`config.mk`:
```
export PLATFORM = sky130hd
export DESIGN_NAME = lte_dw_dfe_trans_sched_flat
export DESIGN_NICKNAME = d
export VERILOG_FILES = /design/src/rtl/lte_dw_dfe_trans_sched_if.sv /design/src/rtl/lte_dw_dfe_trans_sched.sv /design/src/flat_wrapper.sv
export SDC_FILE = /design/constraint.sdc
export NUM_CORES = 1
export LEC_CHECK = 0
export ABC_AREA = 0
export CORE_MARGIN = 4
export CORE_UTILIZATION = 50
export DETAILED_ROUTE_END_ITERATION = 10
export HOLD_SLACK_MARGIN = 0.15
export PLACE_DENSITY = 0.7
export SLEW_MARGIN = 20
export SYNTH_ARGS = -nofsm -noshare
export SYNTH_HDL_FRONTEND = slang
export SYNTH_SLANG_ARGS = --single-unit
```
`constraint.sdc`:
```
create_clock -name sys_clk_491p52 -period 5.4 [get_ports sys_clk_491p52]
set_input_delay 0.81 -clock sys_clk_491p52 [delete_from_list [all_inputs] [get_ports sys_clk_491p52]]
set_output_delay 0.81 -clock sys_clk_491p52 [all_outputs]
set_load 0.01 [all_outputs]
```
`src/rtl/lte_dw_dfe_trans_sched_if.sv`:
```
// Control/status bundle of the DFE downlink transpose scheduler.
// Master drives enable/mode/sync, slave returns the timing strobes.
interface lte_dw_dfe_trans_sched_if;
    logic       i_enable;
    logic [1:0] i_mod_sel;
    logic       i_sync;
    logic       o_fram;
    logic       o_xant;
    logic [2:0] o_ant_idx;
    logic       o_locked;
    logic [1:0] o_state;
    logic       o_sync_err;
    logic [7:0] o_err_cnt;

    modport master (
        output i_enable, i_mod_sel, i_sync,
        input  o_fram, o_xant, o_ant_idx, o_locked,
        input  o_state, o_sync_err, o_err_cnt
    );

    modport slave (
        input  i_enable, i_mod_sel, i_sync,
        output o_fram, o_xant, o_ant_idx, o_locked,
        output o_state, o_sync_err, o_err_cnt
    );
endinterface

```
`src/rtl/lte_dw_dfe_trans_sched.sv`:
```
// Frame-sync locked slot/antenna scheduler for the x8 transpose datapath.
// Outputs are registered from the next-cycle counter values.
module lte_dw_dfe_trans_sched #(
    parameter int ANT_NUM     = 8,
    parameter int SYNC_PERIOD = 4915200,
    parameter int SYNC_TOL    = 2,
    parameter int MISS_MAX    = 3
) (
    input logic                      sys_clk_491p52,
    input logic                      sys_rst_491p52,
    lte_dw_dfe_trans_sched_if.slave  bus
);
    localparam int FW = $clog2(SYNC_PERIOD);
    localparam int AW = (ANT_NUM > 1) ? $clog2(ANT_NUM) : 1;
    localparam int MW = $clog2(MISS_MAX + 1);
    localparam logic [FW-1:0] F_LAST = FW'(SYNC_PERIOD - 1);
    localparam logic [FW-1:0] W_LO = FW'(SYNC_PERIOD - 1 - SYNC_TOL);
    localparam logic [AW-1:0] A_LAST = AW'(ANT_NUM - 1);
    localparam logic [MW-1:0] M_LAST = MW'(MISS_MAX - 1);

    typedef enum logic [1:0] {
        IDLE = 2'd0,
        ARM  = 2'd1,
        RUN  = 2'd2,
        ERR  = 2'd3
    } state_t;

    state_t        state, state_d;
    logic [FW-1:0] frame_cnt, frame_d;
    logic [4:0]    slot_cnt, slot_d;
    logic [AW-1:0] ant, ant_d;
    logic [MW-1:0] miss, miss_d;
    logic [1:0]    mod_q, mod_d;
    logic [4:0]    last_q, last_d;
    logic          serr_d, err_inc;
    logic          in_win, f_end, s_end, run_d;

    function automatic logic [4:0] slot_last(input logic [1:0] m);
        return (m == 2'd1 || m == 2'd2) ? 5'd31 : 5'd15;
    endfunction

    assign last_q = slot_last(mod_q);
    assign last_d = slot_last(mod_d);
    assign in_win = frame_cnt >= W_LO;
    assign f_end  = frame_cnt == F_LAST;
    assign s_end  = slot_cnt == last_q;
    assign run_d  = state_d == RUN;
    assign bus.o_state = state;

    always_ff @(posedge sys_clk_491p52 or posedge sys_rst_491p52) begin
        if (sys_rst_491p52) state <= IDLE;
        else                state <= state_d;
    end

    always_comb begin
        state_d = state;
        if (!bus.i_enable) begin
            state_d = IDLE;
        end else begin
            unique case (state)
                IDLE:     state_d = ARM;
                ARM, ERR: if (bus.i_sync) state_d = RUN;
                RUN: begin
                    if (!bus.i_sync && f_end && miss == M_LAST)
                        state_d = ERR;
                end
                default:  state_d = IDLE;
            endcase
        end
    end

    // Any sync seen in RUN realigns; only in-window ones relatch the mode.
    always_comb begin
        frame_d = '0;
        slot_d  = '0;
        ant_d   = '0;
        miss_d  = miss;
        mod_d   = mod_q;
        serr_d  = 1'b0;
        err_inc = 1'b0;
        if (!bus.i_enable) begin
            miss_d = '0;
        end else begin
            unique case (state)
                IDLE: miss_d = '0;
                ARM, ERR: begin
                    if (bus.i_sync) begin
                        mod_d  = bus.i_mod_sel;
                        miss_d = '0;
                    end
                end
                RUN: begin
                    if (bus.i_sync) begin
                        if (in_win) begin
                            mod_d  = bus.i_mod_sel;
                            miss_d = '0;
                        end else begin
                            serr_d  = 1'b1;
                            err_inc = 1'b1;
                        end
                    end else begin
                        frame_d = f_end ? '0 : frame_cnt + FW'(1);
                        slot_d  = s_end ? '0 : slot_cnt + 5'd1;
                        ant_d   = ant;
                        if (s_end)
                            ant_d = (ant == A_LAST) ? '0 : ant + AW'(1);
                        if (f_end) begin
                            miss_d = miss + MW'(1);
                            if (miss == M_LAST) begin
                                err_inc = 1'b1;
                                miss_d  = '0;
                            end
                        end
                    end
                end
                default: ;
            endcase
        end
    end

    always_ff @(posedge sys_clk_491p52 or posedge sys_rst_491p52) begin
        if (sys_rst_491p52) begin
            frame_cnt      <= '0;
            slot_cnt       <= '0;
            ant            <= '0;
            miss           <= '0;
            mod_q          <= '0;
            bus.o_fram     <= 1'b0;
            bus.o_xant     <= 1'b0;
            bus.o_ant_idx  <= '0;
            bus.o_locked   <= 1'b0;
            bus.o_sync_err <= 1'b0;
            bus.o_err_cnt  <= '0;
        end else begin
            frame_cnt      <= frame_d;
            slot_cnt       <= slot_d;
            ant            <= ant_d;
            miss           <= miss_d;
            mod_q          <= mod_d;
            bus.o_fram     <= run_d && slot_d == 5'd0;
            bus.o_xant     <= run_d && slot_d == last_d;
            bus.o_ant_idx  <= run_d ? 3'(ant_d) : 3'd0;
            bus.o_locked   <= run_d;
            bus.o_sync_err <= serr_d;
            if (err_inc && bus.o_err_cnt != 8'hFF)
                bus.o_err_cnt <= bus.o_err_cnt + 8'd1;
        end
    end
endmodule

```
`src/flat_wrapper.sv`:
```
// flat-port wrapper written by rule: the top's interface ports become plain ports
module lte_dw_dfe_trans_sched_flat 
#(
    parameter int ANT_NUM     = 8,
    parameter int SYNC_PERIOD = 4915200,
    parameter int SYNC_TOL    = 2,
    parameter int MISS_MAX    = 3
)
  (sys_clk_491p52, sys_rst_491p52, bus_i_enable, bus_i_mod_sel, bus_i_sync, bus_o_fram, bus_o_xant, bus_o_ant_idx, bus_o_locked, bus_o_state, bus_o_sync_err, bus_o_err_cnt);
  lte_dw_dfe_trans_sched_if bus_i ();
  input logic sys_clk_491p52;
  input logic sys_rst_491p52;
  input wire logic [$bits(bus_i.i_enable)-1:0] bus_i_enable;
  input wire logic [$bits(bus_i.i_mod_sel)-1:0] bus_i_mod_sel;
  input wire logic [$bits(bus_i.i_sync)-1:0] bus_i_sync;
  output wire logic [$bits(bus_i.o_fram)-1:0] bus_o_fram;
  output wire logic [$bits(bus_i.o_xant)-1:0] bus_o_xant;
  output wire logic [$bits(bus_i.o_ant_idx)-1:0] bus_o_ant_idx;
  output wire logic [$bits(bus_i.o_locked)-1:0] bus_o_locked;
  output wire logic [$bits(bus_i.o_state)-1:0] bus_o_state;
  output wire logic [$bits(bus_i.o_sync_err)-1:0] bus_o_sync_err;
  output wire logic [$bits(bus_i.o_err_cnt)-1:0] bus_o_err_cnt;
  assign bus_i.i_enable = bus_i_enable;
  assign bus_i.i_mod_sel = bus_i_mod_sel;
  assign bus_i.i_sync = bus_i_sync;
  assign bus_o_fram = bus_i.o_fram;
  assign bus_o_xant = bus_i.o_xant;
  assign bus_o_ant_idx = bus_i.o_ant_idx;
  assign bus_o_locked = bus_i.o_locked;
  assign bus_o_state = bus_i.o_state;
  assign bus_o_sync_err = bus_i.o_sync_err;
  assign bus_o_err_cnt = bus_i.o_err_cnt;
  lte_dw_dfe_trans_sched #(.ANT_NUM(ANT_NUM), .SYNC_PERIOD(SYNC_PERIOD), .SYNC_TOL(SYNC_TOL), .MISS_MAX(MISS_MAX)) u_core (.sys_clk_491p52(sys_clk_491p52), .sys_rst_491p52(sys_rst_491p52), .bus(bus_i));
endmodule
```
==> flow_summary.ini, run 1 <==
[outcome]
outcome = finished, final reports clean

[placement]
gp_congestion = 0.7448
dpl-instance-area_um2 = 2773
dp_hpwl_um = 3077
io_buffer_count = 22

[global_routing]
grt_max_degree = 53
grt-ovfl-total = 0
grt_pass1_wl_um = 7797
antenna_found_initial = 0
track_usage_pct = 15.91
grt_pass1_vias = 1693

[worst_setup_path]
critPathLaunchType = primary input
reg2reg_to = u_core.bus.o_err_cnt[1]
r2r_setup_slack_ns = 2.90
rr_startpoint = u_core.frame_cnt[0]
crit_path_max_fanout = 11
r2r_cells = 6
cp.arrival_ns = 2.91
crit_required_ns = 5.62
worst-setup-path-type = in -> reg
crit_path_end_kind = flop

[yosys]
synth_top_area_share_pct = 51.92
syn_inst = 240
synth_top_area_cell = dfrtp_1
synth_common_cells = 52 x dfrtp_1, 35 x nor2_1, 19 x xor2_1
synth_warnings = 0
synth_area_um2 = 2506
syn_avg_cell_area_um2 = 10.44
synth_nets = 252
ys_seq_area_share_pct = 51.92
ys_types = 40
ys.flop_type = dfrtp_1
ys_ff_latch = 52
synth-edff-count = 0
synth.area.top_cells = dfrtp_1 52%, xor2_1 6.6%, nor2_1 5.2%
synth_most_common_cell = dfrtp_1
synth-async-reset-ratio_pct = 100.0

[clock_network]
cts_buffers = 5
clock-sinks = 52
ctsHtreeMaxLevel = 2
postCtsHoldBufs = 0
clock_path_buffers = 2
cts_tree = done
cts_resized = 0
clock_latency_ns = 0.31
clockRootBuffer = clkbuf_8
clk_pin_slew_ns = 0.09
cts_setup_buffers = 0

[finish]
area_delta_synth_final_pct = 17.02
fin_area_um2 = 2933
fill_cells = 405
n_antenna_cell = 0
fin_nets = 275
drive_gt1_share_pct = 8.712

[timing]
setup-tns-final_ns = 0
rsz0062_at_grt = false
clock_skew_ns = 0.008286
relSlewSlack_pct = 41.91
max_freq_mhz = 372.1
finalHoldViolCount = 0
worst_slew_pin_slew_ns = 0.8689
finalCriticalPeriod_ns = 2.688
setup_viol = 0
drv_slew = 0
period_share_pct = 49.77

[job]
maxCapViolCount = 0

[power]
vdd_drop_max_uv = 139.2
p_leak_nw = 1.298
p_total_w = 0.0008667
p_per_area_nw_per_um2 = 295.5

[detailed_routing]
post_drt_wl_per_cell_um = 13.47
dr.pass1.iters = 4
drtIter0Drc = 103
vias = 1719
viasPerCell = 5.193
drc = 0
routed_wl_um = 4458
ant_nets = 0

[floorplanning]
core_area_um2 = 4786
start_util_pct = 52.37
die_width_um = 78.80
chipHeight_um = 78.80
row_count = 25
die-area_um2 = 6209
num_io_pins = 23

[hold_path]
hold_path_startpoint = u_core.bus.o_err_cnt[5]
whs_path_depth = 1
hold_path_end = u_core.bus.o_err_cnt[5]
hp-class = reg -> reg
[metal layers]
layer,track usage (%),up-vias,share of wire (%)
met5,0,-,0
met2,24.11,27,45
met4,5.769,0,1.3
met3,4.082,4,3.9
li1,-,870,-
met1,22.07,818,50
[worst max-delay path by stage]
stage | to | cells past startpoint | startpoint
5_1_grt | u_core.bus.o_xant | 8 | bus_i_enable
3_5_place_dp | u_core.bus.o_xant | 8 | bus_i_enable
2_1_floorplan | u_core.bus.o_err_cnt[1] | 7 | u_core.frame_cnt[18]
4_1_cts | u_core.bus.o_xant | 8 | bus_i_enable
6_report | u_core.bus.o_xant | 8 | bus_i_enable
3_3_place_gp | u_core.bus.o_xant | 8 | bus_i_enable
[worst max-delay path: stages]
cell and delay (ns):
clkdlybuf4s50_1 0.54, nand2_1 0.09, nor2_1 0.27, nand2_1 0.32, or2_2 0.40, xnor2_1 0.17, xnor2_1 0.13, nor3b_1 0.18
[placed cells by master, fill, tap and decap left out, types with 7 or more instances in the layout]
cell type	count
inv_1	7
and3_1	7
xor2_1	19
nand2_1	18
dfrtp_1	52
nand4_1	8
xnor2_1	15
nand3_1	15
nor2_1	35
clkdlybuf4s50_1	22
[cells by family (layout without fill, tap and decap cells)]
family | count (synthesis) | count (layout) | synth area share (%)
AND/OR/NAND/NOR | 110 | 110 | 22.82
flip-flops | 52 | 52 | 51.92
XOR/XNOR | 34 | 34 | 11.88
AO/OA/AOI/OAI | 17 | 17 | 4.743
buffers and inverters | 14 | 38 | 2.696
multiplexers | 7 | 7 | 2.946
adder cells (fa/ha/maj) | 6 | 6 | 2.995
[power by group]
| part | internal, W | total (W) | leakage, nW | switching, W |
|---|---|---|---|---|
| combinational | 0.0000442 | 0.0000836 | 0.506 | 0.0000394 |
| sequential | 0.000404 | 0.000420 | 0.713 | 0.0000160 |
| clock | 0.000232 | 0.000363 | 0.0784 | 0.000132 |
[through the flow]
step | hold WS, ns | setup WS (ns) | instances | utilization, %
floorplan | 0.4659 | 3.141 | 240 | -
global placement | 0.4816 | 2.478 | 323 | 57.93
detailed placement | 0.5051 | 2.401 | 323 | 57.93
CTS | 0.5179 | 2.700 | 331 | 61.25
global route | 0.5451 | 2.502 | 331 | 61.28
finish | 0.5124 | 2.712 | 331 | 61.28
[state kept, by name (all words and copies together), names as in the netlist]
signal	flops
u_core.frame_cnt	23
u_core.bus.o_err_cnt	8
u_core.slot_cnt	5
u_core.ant	3
u_core.bus.o_ant_idx	3
u_core.bus.o_state	2
u_core.miss	2
u_core.mod_q	2
u_core.bus.o_fram	1
u_core.bus.o_locked	1
u_core.bus.o_sync_err	1
u_core.bus.o_xant	1
[layout make-up]
cell class              count  area, µm²  area share, %
flip-flops and latches     52       1301          44.37
inverters                   8      31.28          1.067
multi-input cells         174       1137          38.78
repair buffers             22      220.2          7.509
clock buffers               5      68.82          2.346
clock inverters             3      90.09          3.072
well taps                  67      83.83          2.858
Note: power is estimated with default switching activity, not from simulation.
==> run 2, diff against run 1 <==
Settings changed: PLACE_DENSITY 0.7 to 0.73.
Clock period 5.4 ns to 2.2 ns, I/O delays scaled along.
==> flow_summary.ini, run 2 (synthesis results as in run 1) <==
[outcome]
violations = negative setup slack
outcome = complete, but fails checks

[global_routing]
grt_pass1_wl_um = 8721
track_usage_pct = 18.09
grt_max_degree = 33
grt-ovfl-total = 0
antenna_found_initial = 0
grt_pass1_vias = 1915

[worst_setup_path]
crit_required_ns = 2.40
critPathLaunchType = flop
cp.arrival_ns = 2.42
crit_path_max_fanout = 8
worst-setup-path-type = reg -> reg
crit_path_end_kind = flop

[clock_network]
ctsHtreeMaxLevel = 2
cts_tree = done
clockRootBuffer = clkbuf_8
clock-sinks = 52
clock_latency_ns = 0.30
clock_path_buffers = 2
clk_pin_slew_ns = 0.09
cts_buffers = 5

[timing]
timing.hold.ws_ns = 0.3520
finalHoldViolCount = 0
relSlewSlack_pct = 68.76
setup_viol = 3
setup-tns-final_ns = -0.04087
max_freq_mhz = 449.6
finalCriticalPeriod_ns = 2.224
worst_slew_pin_slew_ns = 0.4680
drv_slew = 0
period_share_pct = 101.1
clock_skew_ns = 0.003201
rsz0062_at_grt = true
post-route-worst-setup-slack_ns = -0.02419

[floorplanning]
die-area_um2 = 6209
chipHeight_um = 78.80
num_io_pins = 23
row_count = 25
die_width_um = 78.80
core_area_um2 = 4786
start_util_pct = 52.37

[finish]
final_cell_mix = 52 x dfrtp_1, 39 x buf_4, 35 x nor2_1, 22 x clkdlybuf4s50_1
area_delta_synth_final_pct = 29.11
largest_reg_flops = 23
utilization_pct = 67.61
largestRegisters = u_core.frame_cnt x23, u_core.bus.o_err_cnt x8, u_core.slot_cnt x5
drive_gt1_share_pct = 22.62
n_antenna_cell = 0
mostFrequentLayoutCell = dfrtp_1
top_register = u_core.frame_cnt
fin_nets = 316

[power]
p_int_w = 0.001386
p_switching_w = 0.0004690
p_per_area_nw_per_um2 = 573.4
vdd_drop_max_uv = 402.4
p_sw_share_pct = 25.28
seqPwrFrac_pct = 55.9
p_leak_nw = 1.485
p_clk_share_pct = 30.6
p_comb_share_pct = 13.5

[detailed_routing]
ant_nets = 0
post_drt_wl_per_cell_um = 13.72
vias = 1913
routed_wl_um = 5103
drc = 0
drtIter0Drc = 70
viasPerCell = 5.142
dr.pass1.iters = 4

[placement]
gp_congestion = 0.8214
io_buffer_count = 22
dp_hpwl_um = 3689
place_ws_ns = -0.08403

[hold_path]
hp-class = in -> async

[job]
maxCapViolCount = 0
-- run 2: cell types whose count changed in the layout (fill, tap and decap cells not counted), moves of 2 or more --
| cell | change |
|---|---|
| buf_4 | +39 |
| bufinv_16 | -3 |
| o21ai_0 | -4 |
| mux2_2 | -2 |
| mux2_4 | +2 |
| o21ai_1 | +4 |
-- run 2: power groups by stage --
| stage | clock network (W) | logic [W] | registers (W) |
|---|---|---|---|
| after global placement | 0 | 0.000224 | 0.00105 |
| after CTS | 0.000583 | 0.000247 | 0.00103 |
| after floorplan | 0 | 0.000119 | 0.00105 |
| final | 0.000568 | 0.000251 | 0.00104 |
| after detailed placement | 0 | 0.000232 | 0.00105 |
| after global routing | 0.000622 | 0.000269 | 0.00104 |
-- run 2: layer usage --
metal  wire, µm  up-vias  share of wire (%)  GRT usage (%)
met5          0        -                  0              0
met4         82        0                1.6          6.294
met3        237        8                4.6          3.855
met2       2511       48                 49          30.81
met1       2271      907                 45          22.76
li1           -      950                  -              -
-- run 2: final timing paths --
path,end,startpoint,depth (start not counted),slack [ns]
max reg2reg,u_core.bus.o_err_cnt[1],u_core.frame_cnt[21],6,-0.02
min in group sys_clk_491p52,u_core.bus.o_err_cnt[7],u_core.bus.o_err_cnt[7],1,0.51
min reg2reg,u_core.bus.o_err_cnt[7],u_core.bus.o_err_cnt[7],1,0.51
min,u_core.ant[0],sys_rst_491p52,2,0.35
max,u_core.bus.o_err_cnt[1],u_core.frame_cnt[21],6,-0.02
max in group asynchronous,u_core.bus.o_ant_idx[2],sys_rst_491p52,3,1.32
-- run 2: cell type report --
class | instances | area (µm²)
inverters | 8 | 30.03
well taps | 67 | 83.83
clock inverters | 1 | 7.507
multi-input cells | 174 | 1182
fillers | 386 | 1550
repair buffers | 63 | 544.3
flip-flops and latches | 52 | 1301
clock buffers | 7 | 86.33
-- run 2: what timing repair did --
action                                  in CTS  in global routing
resized for setup                            4                  9
buffers inserted                             2                  0
hold buffers                                 0                  0
pin swaps                                   10                  7
endpoints found under the setup margin       6                 11
endpoints found under the hold margin        0                  0
-- run 2: per-stage QoR --
stage / total power [W] / instances / area, µm²
floorplan: 0.001171 / 240 / 2510
global route: 0.001935 / 372 / 3236
CTS: 0.001864 / 372 / 3207
detailed placement: 0.001283 / 362 / 3082
finish: 0.001855 / 372 / 3236
global placement: 0.001271 / 362 / 3082
-- run 2: critical path, stage by stage (launching register included) --
cell	delay [ns]
dfrtp_1	0.41
nor4b_2	0.30
nand4_2	0.15
or4b_4	0.51
mux2i_1	0.14
o211a_2	0.30
mux2_4	0.32
==> run 3, diff against run 2 <==
Settings changed: CTS_CLUSTER_DIAMETER from default to 50.
==> results of run 3 <==
No change in the layout: final DEF, timing and power equal those of run 2.
